[src/rtl/axi_lite_regfile.sv]
// AXI4-Lite slave register file.
// Holds NUM_REGS registers and exports their contents (reg_q) and per-register write pulses
// (reg_wr) to core logic. AW and W are accepted independently into one-entry holding buffers.
// Writes honour byte-lane strobes. Out-of-range or misaligned accesses return SLVERR.
module axi_lite_regfile #(
    parameter int unsigned ADDR_WIDTH = 32,
    parameter int unsigned DATA_WIDTH = 32,
    parameter int unsigned NUM_REGS   = 16,
    parameter logic [ADDR_WIDTH-1:0] BASE_ADDR = '0
) (
    input  logic                           ACLK,
    input  logic                           ARESETn,
    // write address channel
    input  logic [ADDR_WIDTH-1:0]          AWADDR,
    input  logic                           AWVALID,
    output logic                           AWREADY,
    // write data channel
    input  logic [DATA_WIDTH-1:0]          WDATA,
    input  logic [DATA_WIDTH/8-1:0]        WSTRB,
    input  logic                           WVALID,
    output logic                           WREADY,
    // write response channel
    output logic [1:0]                     BRESP,
    output logic                           BVALID,
    input  logic                           BREADY,
    // read address channel
    input  logic [ADDR_WIDTH-1:0]          ARADDR,
    input  logic                           ARVALID,
    output logic                           ARREADY,
    // read data channel
    output logic [DATA_WIDTH-1:0]          RDATA,
    output logic [1:0]                     RRESP,
    output logic                           RVALID,
    input  logic                           RREADY,
    // core-side view
    output logic [NUM_REGS*DATA_WIDTH-1:0] reg_q,
    output logic [NUM_REGS-1:0]            reg_wr
);

    localparam int unsigned StrbWidth = DATA_WIDTH / 8;
    localparam int unsigned AddrLsb   = $clog2(StrbWidth);
    localparam int unsigned IdxWidth  = (NUM_REGS > 1) ? $clog2(NUM_REGS) : 1;
    localparam logic [ADDR_WIDTH-1:0] RegCount = ADDR_WIDTH'(NUM_REGS);

    localparam logic [1:0] RespOkay   = 2'b00;
    localparam logic [1:0] RespSlverr = 2'b10;

    typedef struct packed {
        logic                err;
        logic [IdxWidth-1:0] idx;
    } dec_t;

    // Address -> register index, flagging below-base, past-the-end and misaligned accesses.
    function automatic dec_t decode(input logic [ADDR_WIDTH-1:0] addr);
        logic [ADDR_WIDTH-1:0] offset;
        logic [ADDR_WIDTH-1:0] word;
        dec_t                  d;
        offset = addr - BASE_ADDR;
        word   = offset >> AddrLsb;
        d.err  = (addr < BASE_ADDR) || (word >= RegCount) || (offset[AddrLsb-1:0] != '0);
        d.idx  = word[IdxWidth-1:0];
        return d;
    endfunction

    logic                  aw_held;
    logic                  w_held;
    logic [ADDR_WIDTH-1:0] aw_addr_q;
    logic [DATA_WIDTH-1:0] w_data_q;
    logic [StrbWidth-1:0]  w_strb_q;
    logic [DATA_WIDTH-1:0] regs_q [NUM_REGS];

    logic aw_hs;
    logic w_hs;
    logic ar_hs;
    logic commit;
    dec_t wr_dec;
    dec_t rd_dec;

    // READY outputs are forced low while reset is asserted.
    assign AWREADY = ARESETn & ~aw_held & ~BVALID;
    assign WREADY  = ARESETn & ~w_held & ~BVALID;
    assign ARREADY = ARESETn & ~RVALID;

    assign aw_hs  = AWVALID & AWREADY;
    assign w_hs   = WVALID & WREADY;
    assign ar_hs  = ARVALID & ARREADY;
    assign commit = aw_held & w_held & ~BVALID;

    // Decode the buffered write address and the live read address.
    always_comb begin
        wr_dec = decode(aw_addr_q);
        rd_dec = decode(ARADDR);
    end

    // Write channel: holding buffers, commit, B response and write pulses.
    always_ff @(posedge ACLK) begin
        if (!ARESETn) begin
            aw_held   <= 1'b0;
            w_held    <= 1'b0;
            aw_addr_q <= '0;
            w_data_q  <= '0;
            w_strb_q  <= '0;
            BVALID    <= 1'b0;
            BRESP     <= RespOkay;
            reg_wr    <= '0;
        end else begin
            reg_wr <= '0;
            if (aw_hs) begin
                aw_held   <= 1'b1;
                aw_addr_q <= AWADDR;
            end
            if (w_hs) begin
                w_held   <= 1'b1;
                w_data_q <= WDATA;
                w_strb_q <= WSTRB;
            end
            if (commit) begin
                // Buffers cannot refill this cycle: their READYs are low while held.
                aw_held <= 1'b0;
                w_held  <= 1'b0;
                BVALID  <= 1'b1;
                if (wr_dec.err) begin
                    BRESP <= RespSlverr;
                end else begin
                    BRESP              <= RespOkay;
                    reg_wr[wr_dec.idx] <= 1'b1;
                end
            end else if (BVALID && BREADY) begin
                BVALID <= 1'b0;
            end
        end
    end

    // Register storage: byte-lane merge of the committed write.
    always_ff @(posedge ACLK) begin
        if (!ARESETn) begin
            for (int i = 0; i < NUM_REGS; i++) begin
                regs_q[i] <= '0;
            end
        end else if (commit && !wr_dec.err) begin
            for (int k = 0; k < StrbWidth; k++) begin
                if (w_strb_q[k]) begin
                    regs_q[wr_dec.idx][k*8 +: 8] <= w_data_q[k*8 +: 8];
                end
            end
        end
    end

    // Read channel: sample the pre-write register state on AR handshake, hold until RREADY.
    always_ff @(posedge ACLK) begin
        if (!ARESETn) begin
            RVALID <= 1'b0;
            RDATA  <= '0;
            RRESP  <= RespOkay;
        end else if (ar_hs) begin
            RVALID <= 1'b1;
            if (rd_dec.err) begin
                RDATA <= '0;
                RRESP <= RespSlverr;
            end else begin
                RDATA <= regs_q[rd_dec.idx];
                RRESP <= RespOkay;
            end
        end else if (RVALID && RREADY) begin
            RVALID <= 1'b0;
        end
    end

    for (genvar g = 0; g < NUM_REGS; g++) begin : g_flatten
        assign reg_q[g*DATA_WIDTH +: DATA_WIDTH] = regs_q[g];
    end

endmodule

[config.mk]
export PLATFORM = sky130hd
export DESIGN_NAME = axi_lite_regfile
export DESIGN_NICKNAME = d
export VERILOG_FILES = /design/src/rtl/axi_lite_regfile.sv
export SDC_FILE = /design/constraint.sdc
export NUM_CORES = 1
export LEC_CHECK = 0
export ABC_AREA = 0
export BUFFER_PORTS_ARGS = -buffer_cell sky130_fd_sc_hd__buf_4
export CELL_PAD_IN_SITES_DETAIL_PLACEMENT = 0
export CELL_PAD_IN_SITES_GLOBAL_PLACEMENT = 1
export CORE_AREA = 2 2 261 263
export CTS_CLUSTER_DIAMETER = 150
export CTS_CLUSTER_SIZE = 24
export DETAILED_ROUTE_END_ITERATION = 10
export DIE_AREA = 0 0 263 265
export PLACE_DENSITY_LB_ADDON = 0.1
export SETUP_SLACK_MARGIN = 0.3
export SLEW_MARGIN = 20
export SYNTH_ARGS = -nofsm -noshare
export SYNTH_HDL_FRONTEND = slang
export SYNTH_SLANG_ARGS = --single-unit
[constraint.sdc]
create_clock -name ACLK -period 2.8 [get_ports ACLK]
set_clock_uncertainty 0.15 [all_clocks]
set_input_delay 0 -clock ACLK [delete_from_list [all_inputs] [get_ports ACLK]]
set_output_delay 0 -clock ACLK [all_outputs]
set_load 0.02 [all_outputs]
Yosys cells after proc, flatten, opt, wreduce, memory -nomap -nowiden:

Memory sizes are Yosys's and may differ from the RTL's.
Index checks and enable logic that the tools add are counted.

* multiplexer cells: 29
* div/mod/pow operators: 0
* equality and inequality tests: 0
* add/sub/neg operators: 0
* multiply operators: 0
* bitwise logic cells: 16
* reductions and logical operators: 16
* shifts and indexed selects: 0
* magnitude comparators: 6

Operators with widths (count)
* < comparator 32 x 1 -> 1 bit, second input constant: 2
* 2-to-1 mux 32 bit: 2
* >= comparator 30 x 5 -> 1 bit, second input constant: 2
* OR reduction 32 bit: 1
* 2-to-1 mux 1 bit: 22
* AND 1 bit: 10
* 2-to-1 mux 4 bit: 2
* nonzero test 2 bit: 4
* inverter 1 bit: 6
* < comparator 4 x 5 -> 1 bit, second input constant: 1
* demux 1 bit (select 4 bit): 1
* >= comparator 4 x 1 -> 1 bit, second input constant: 1
* logical AND 1 bit: 4
* logical OR 1 bit: 4
* 2-to-1 mux 2 bit: 2
* OR reduction 3 bit: 1
* OR reduction 2 bit: 1
* zero test 1 bit: 1

* memory bits (writable): 512
* bits in registers: 124
* memories: 1
* word-level logic and storage cells: 79
* bits in latches: 0
* ROM bits: 0

Memories
* regs_q: depth 16, width 32, rd ports 17, clocked after Yosys merged registers in 0, wr ports 16, RTL line 70 `logic [DATA_WIDTH-1:0] regs_q [NUM_REGS];`

Logic depth before layout (Yosys ltp):

Gate-level depths: netlist (run 1).

* depth after elaboration: 10
* gate-level depth with buffers: 7
* gate-level depth less buffers: 4

Worst setup path before layout (run 1):

No wires, ideal clock.

* path kind: reg-to-reg
* start: register BVALID
* end: memory regs_q[14][0], enable pin
* data required time: 2276 ps
* library setup time: 374 ps
* clock period less this slack: 2455 ps
* data arrival time: 1931 ps
* path slack: 345 ps
* cell stages (with the launch flop): 8
* cell sequence: dfxtp_1 > and3b_1 > and4_1 > buf_2 > buf_2 > nand3_1 > buf_2 > o21ai_1

RTL lines
* start, declared: RTL line 24 `output logic BVALID,`
* start signal, assigned: RTL line 103 `BVALID <= 1'b0;`
* start signal, assigned: RTL line 121 `BVALID <= 1'b1;`
* start signal, assigned: RTL line 129 `BVALID <= 1'b0;`
* end, declared: RTL line 70

Worst setup path after layout (run 1):

* start: input port ARADDR[28]
* end: register RDATA[11]

* longest elaborated chain between the ends: 4
* elaborated cells between the ends (all ways): 5

RTL lines
* start, declared: RTL line 27 `input logic [ADDR_WIDTH-1:0] ARADDR,`
* < comparator 32 x 1 -> 1 bit or >= comparator 30 x 5 -> 1 bit (tied branches): RTL line 60 `d.err = (addr < BASE_ADDR) || (word >= RegCount) || (offset[AddrLsb-1:0] != '0);`
* logical OR 1 bit * (2 in a row): RTL line 60
* 2-to-1 mux 32 bit *: RTL line 157 `if (rd_dec.err) begin`
* end signal, assigned: RTL line 161 `RDATA <= regs_q[rd_dec.idx];`
* end, declared: RTL line 31 `output logic [DATA_WIDTH-1:0] RDATA,`

Mark *: on every way between the ends. The rest lies on a longest branch, timed or not.
A chain may end at the register's enable or synchronous reset.

==> results.md, run 1 <==
- Internal power: 13.6 mW
- Fillcell total: 5780
- Peak VDD IR: 0.496 mV
- Avg Inst Size Synth: 11.8 sq um
- Antenna violations before repair: 1
- Top cell type by total area after synthesis: edfxtp_1
- Leakage Power: 14.0 nW
- # setup viols final: 0
- Multi-input gate area: 0.00909 sq mm
- Total core area: 0.0668 sq mm
- Ys Warns: 0
- Clock Tree Buf Depth: 3
- Worst-Margin Slew: 887 ps
- Die area: 0.0697 sq mm
- DP Worst Slack: 270 ps
- First-pass GRT wire length: 160 mm
- Max cap viols: 0
- Fin cells: 4081
- Gr usage total: 0.317
- Met2 WL: 52.6 mm
- Max FO, Critical Path: 32
- Main synth FF type: edfxtp_1
- Drt pass-1 iters: 5
- Number of port buffers: 673
- Final WS setup: 410 ps
- Die Y: 265 microns
- Syn Inst Count: 2367
- RSZ-0062 raised after global routing: no
- Crit path capture type: flip-flop
- Synth cell types: 46
- N_diodes: 0
- DRT iter0 DRCs: 2592
- Placer Congestion: 0.939
- Final worst-path cycle share: 0.853
- Starting Density: 0.417
- CP Launch Point: ARADDR[28]
- Synth top area share: 0.552
- Area delta synth->final: 33.3%
- Clock Pin Slew Worst Setup and Hold Paths: 110 ps
- Setup TNS: 0 ps
- # DRC: 0
- Pwr Total: 18.4 mW
- Root Driver: clkbuf_16
- Ys async rst share: 0
- CTS tree: yes
- Worst hold path startpoint: RREADY
- GR Overflow Total: 0
- FMAX: 418 MHz
- Row count: 95
- Final nets: 3292
- Crit path launch type: primary input
- Vias per cell: 5.68
- Most common cell after layout, fill and taps aside: buf_4
- HPWL after detailed placement: 88.0 mm
- Inst Count DP: 3843
- Fin crit period: 2390 ps
- M1 WL: 46.6 mm
- DR vias: 23200
- Top cells by area in the synthesized netlist: edfxtp_1, dfxtp_1, mux2i_1
- Reg area: 0.0178 sq mm
- Most frequent cells in the layout: buf_4, edfxtp_1, nor2_1
- Status: completed
- Worst-Skew Late Latency: 640 ps
- Layout cells sized above 1: 0.295
- Crit path DAT: 2790 ps
- Final Util: 0.555
- Final Hold Viols: 0
- WL/cell: 28.2 microns
- Switching share of power: 0.262
- Die W: 263 microns
- Cts bufs inserted: 30
- HP Class: in2reg
- Relative slew slack: 0.407
- Io pins: 676
- Post-synthesis register bit count: 634
- H-tree Lvls: 1
- DRT antenna net count: 0
- Reg-to-reg startpoint: BVALID
- Post-synthesis sequential area ratio: 0.640
- Post-synth design cell area: 0.0278 sq mm
- Power density over the cells: 496 mW/mm^2
- Metal3 WL: 11.8 mm
- Max Used Layer: met5
- Post-synth EDFFs: 512
- Flop pwr share: 0.585
- Sink Count: 634
- Net Switching: 4.82 mW
- Comb pwr share: 0.136
- Final Max Tran Viols: 0
- Vias in the first global route: 22000
- Crit path kind: in2reg
- Number of setup buffers added after CTS: 0
- Final wirelength: 115 mm
- Worst Path Required: 3200 ps
- Largest net degree at the start of global routing: 57
- Clock power frac: 0.280
per-layer routing:
| metal | global-route usage | vias to the layer above |
|---|---|---|
| li1 | - | 10200 |
| met3 | 0.0677 | 152 |
| met1 | 0.440 | 11500 |
| met4 | 0.0954 | 2 |
| met5 | 0 | - |
| met2 | 0.499 | 1348 |
power groups by stage:
stage	clock (mW)	sequential (mW)	combinational, mW
2_1_floorplan	0	11.2	0.860
3_3_place_gp	0	11.0	2.26
3_5_place_dp	0	11.0	2.28
4_1_cts	5.19	10.8	2.46
5_1_grt	5.51	10.8	2.61
6_report	5.15	10.8	2.50
Yosys cell counts, types with 2 or more instances:
cell and count:
mux2_2 35, nor2_1 416, buf_1 23, and3_1 10, inv_2 9, nand3_1 37
nor2b_1 12, o21ai_0 10, and2_1 10, edfxtp_1 512, clkbuf_1 144, nand2_1 223
dfxtp_1 122, a22oi_1 47, mux2_1 22, and4_1 2, a21oi_1 33, a221oi_2 30
o22ai_1 40, nand4_1 11, a21boi_1 68, o21ai_1 64, buf_2 53, a221oi_1 50
nor4_1 20, mux2i_1 199, nor3b_1 2, buf_6 3, buf_4 2, nand2b_1 7
nor3_1 136
repair_timing:
action,in CTS,in global routing
hold buffers,183,0
endpoints found under the hold margin,170,0
resized for setup,1,4
setup endpoints to repair,23,89
critical path, stage by stage:
cell	delay (ps)
dlygate4sd3_1	550
buf_4	130
or4_4	400
dlygate4sd3_1	600
a211oi_4	280
nand4_4	120
buf_4	320
a221oi_2	330
path summary, 6_finish.rpt:
kind / slack (ps) / cells after the start / end
setup / recovery: 410 / 8 / RDATA[11]
hold reg to reg: 310 / 2 / aw_addr_q[15]
hold / removal: 50 / 4 / RVALID
setup reg to reg: 470 / 6 / w_data_q[11]
through the flow:
| step | hold WS, ps | instance area, sq um |
|---|---|---|
| 2_1_floorplan | -15.2 | 27800 |
| 3_3_place_gp | 95.3 | 34400 |
| 3_5_place_dp | 105 | 34400 |
| 4_1_cts | 0.773 | 37100 |
| 5_1_grt | 47.8 | 37100 |
| 6_report | 47.2 | 37100 |
registers in the layout, indices dropped and copies added (netlist names):
register	cells
BRESP	1
BVALID	1
RDATA	32
RRESP	1
RVALID	1
aw_addr_q	32
aw_held	1
reg_wr	16
regs_q	512
w_data_q	32
w_held	1
w_strb_q	4
cell families (layout without fill, tap and decap cells):
| family | count (synthesis) | after routing | synth area share |
|---|---|---|---|
| AND/OR/NAND/NOR | 894 | 894 | 0.137 |
| multiplexers | 256 | 256 | 0.0946 |
| buffers and inverters | 235 | 1075 | 0.0352 |
| AO/OA/AOI/OAI | 347 | 347 | 0.0930 |
| other | 1 | 2 | 0.000135 |
| flip-flops | 634 | 634 | 0.640 |
cell type report:
class | count | area share
sequential | 634 | 0.480
multi-input combinational | 1499 | 0.245
timing repair buffer | 1010 | 0.221
tap | 873 | 0.0294
clock buffer | 54 | 0.0232
inverter | 10 | 0.00101
clock inverter | 1 | 0.000438
Note: power is estimated with default switching activity, not from simulation.
==> run 2, diff against run 1 <==
Settings changed: CAP_MARGIN set to 40.
Clock period 2.8 ns to 2.2 ns, I/O delays scaled along.
==> run 2 against run 1 <==
The flow now finishes with violations (negative hold slack, negative setup slack); hold slack got worse by 440 ps; combinational power rose by 39%; non-clock buffer count is 6 lower; critical path depth is 5 lower; sequential power up 27%; critical path type is now reg2reg; largest cell class unchanged; largest power group unchanged.
==> results.md, run 2 (same netlist as run 1, synthesis figures left out) <==
- H-tree Lvls: 1 (unchanged)
- HP Class: in2reg
- # setup viols final: 108 (+108)
- Multi-input gate area: 0.0111 sq mm (+22%)
- Vias per cell: 5.90 (+3.9%)
- Status: finished with violations
- DRT antenna net count: 0 (unchanged)
- Peak VDD IR: 0.616 mV (+24%)
- WL/cell: 30.6 microns (+8.7%)
- Worst-Margin Slew: 982 ps (+95.1 ps)
- Final worst-path cycle share: 1.04
- Reg area: 0.0178 sq mm (about the same)
- Worst r2r dst: regs_q[11][1]
- Cts bufs inserted: 30 (unchanged)
- Leakage Power: 15.6 nW (+11%)
- GR Overflow Total: 0 (unchanged)
- Starting Density: 0.417 (unchanged)
- Most frequent cells in the layout: buf_4, edfxtp_1, nor2_1
- Row count: 95 (unchanged)
- # DRC: 0 (unchanged)
- Metal3 WL: 12.3 mm (+4.8%)
- DP Worst Slack: -108 ps (-379 ps)
- Clock Pin Slew Worst Setup and Hold Paths: 100 ps (about the same)
- Root Driver: clkbuf_16
- FMAX: 437 MHz
- Cells along the critical path: buf_4 -> nand2_1 -> nor3_1
- Crit path DAT: 2580 ps (-210 ps)
- Crit path launch type: flip-flop
- Power density over the cells: 586 mW/mm^2 (+18%)
- Max FO, Critical Path: 16 (-50%)
- Die area: 0.0697 sq mm (unchanged)
- HPWL after detailed placement: 90.2 mm (+2.5%)
- Fin Hold WS: -396 ps (-443 ps)
- Failing checks: negative hold slack, negative setup slack
- Worst-Skew Late Latency: 620 ps (-20 ps)
- M1 WL: 47.9 mm (+2.8%)
- DR vias: 24100 (+3.7%)
- Worst Path Required: 2490 ps (-710 ps)
- R2r worst-path depth: 3 (-3)
- Reg-to-reg startpoint: w_strb_q[0]
- Gr usage total: 0.326 (+0.00976)
- Worst hold path startpoint: ARADDR[23]
- Max Used Layer: met4
- Final WS setup: -89.3 ps (-500 ps)
- Placer Congestion: 0.902 (-4.0%)
- Clock Tree Buf Depth: 3 (unchanged)
- Worst stage delay on the critical path: 650 ps (+50 ps)
- Sink Count: 634 (unchanged)
- Met2 WL: 59.4 mm (+13%)
- Worst min-delay path endpoint: RRESP[1]
- Max cap viols: 0 (unchanged)
- Area delta synth->final: 45.7%
- Delay-heaviest family, CP: simple AND/OR/NAND/NOR gates
- DRT iter0 DRCs: 2625 (+1.3%)
- CTS Hold Bufs: 97 (-47%)
- RSZ-0062 raised after global routing: yes
- Vias in the first global route: 22300 (+1.2%)
- Final Hold Viols: 18 (+18)
- Most common cell after layout, fill and taps aside: buf_4
- Most flop-heavy register: regs_q
- Die Y: 265 microns (unchanged)
- Crit path kind: reg2reg
- Antenna violations before repair: 1 (unchanged)
- Fillcell total: 5445 (-5.8%)
- Final wirelength: 125 mm (+8.5%)
- Max FFs per register: 512 (unchanged)
- WHS Path Cells: 4 (unchanged)
- Drt pass-1 iters: 6 (+1)
- Layout cells sized above 1: 0.404 (+0.109)
- R2R setup slack: -90 ps (-560 ps)
- First-pass GRT wire length: 164 mm (+2.5%)
- Crit path buf inv count: 1 (-3)
- Crit path capture type: flip-flop
- CTS tree: yes
- Number of port buffers: 673 (unchanged)
- Final nets: 3286 (-0.18%)
- Io pins: 676 (unchanged)
- Crit path max-delay cell type: dfxtp_1
- Die W: 263 microns (unchanged)
- Relative slew slack: 0.344 (-0.0636)
- Fin crit period: 2290 ps
- Total core area: 0.0668 sq mm (unchanged)
- Largest net degree at the start of global routing: 51 (-11%)
- Final Max Tran Viols: 0 (unchanged)
## run 2: what timing repair did
item	in CTS	in global routing
buffers inserted	6	16
hold endpoints to repair	202	18
endpoints found under the setup margin	1041	1107
cloned	9	31
pin swaps	15	65
resized for setup	87	288
## run 2: final cells by class
cell class	instances	area share
diodes	1	0.0000617
clock buffers	54	0.0213
clock inverters	1	0.000401
inverters	10	0.000925
multi-input cells	1499	0.273
flip-flops and latches	634	0.439
well taps	873	0.0269
repair buffers	1004	0.238
## run 2: metal layers
metal | up-vias | global-route usage
li1 | 10200 | -
met1 | 12100 | 0.450
met2 | 1480 | 0.527
met3 | 210 | 0.0641
met4 | 0 | 0.0896
met5 | - | 0
## run 2: power breakdown
part	switching (mW)	internal [mW]	total, mW
registers	0.425	13.3	13.7
clock network	3.86	2.69	6.55
logic	1.99	1.48	3.47
total	6.28	17.5	23.8
## run 2: how the worst max path moves through the flow
stage | startpoint | end | depth (start not counted)
after floorplan | BVALID | regs_q[6][24] | 7
after global placement | aw_addr_q[19] | regs_q[15][29] | 7
after detailed placement | aw_addr_q[31] | regs_q[9][28] | 7
after CTS | aw_addr_q[24] | regs_q[4][18] | 6
after global routing | aw_addr_q[11] | regs_q[10][21] | 8
final | w_strb_q[0] | regs_q[11][1] | 3
## run 2: metrics by stage
| step | cell area, sq um | TNS [ps] | util | total power [mW] | instances |
|---|---|---|---|---|---|
| 6_report | 40600 | -1240 | 0.607 | 23.8 | 4076 |
| 3_3_place_gp | 36000 | -5610 | 0.538 | 17.1 | 3862 |
| 5_1_grt | 40600 | -32180 | 0.607 | 24.3 | 4076 |
| 2_1_floorplan | 28600 | 0 | - | 15.4 | 2368 |
| 3_5_place_dp | 36000 | -25600 | 0.538 | 17.2 | 3863 |
| 4_1_cts | 38500 | 0 | 0.576 | 23.6 | 4030 |
## run 2: worst register-to-register path: cells and delay by family, from the launching register on
kind	cells	cell delay, ps
buffers and inverters	1	330
flip-flops	1	650
AND/OR/NAND/NOR	2	960
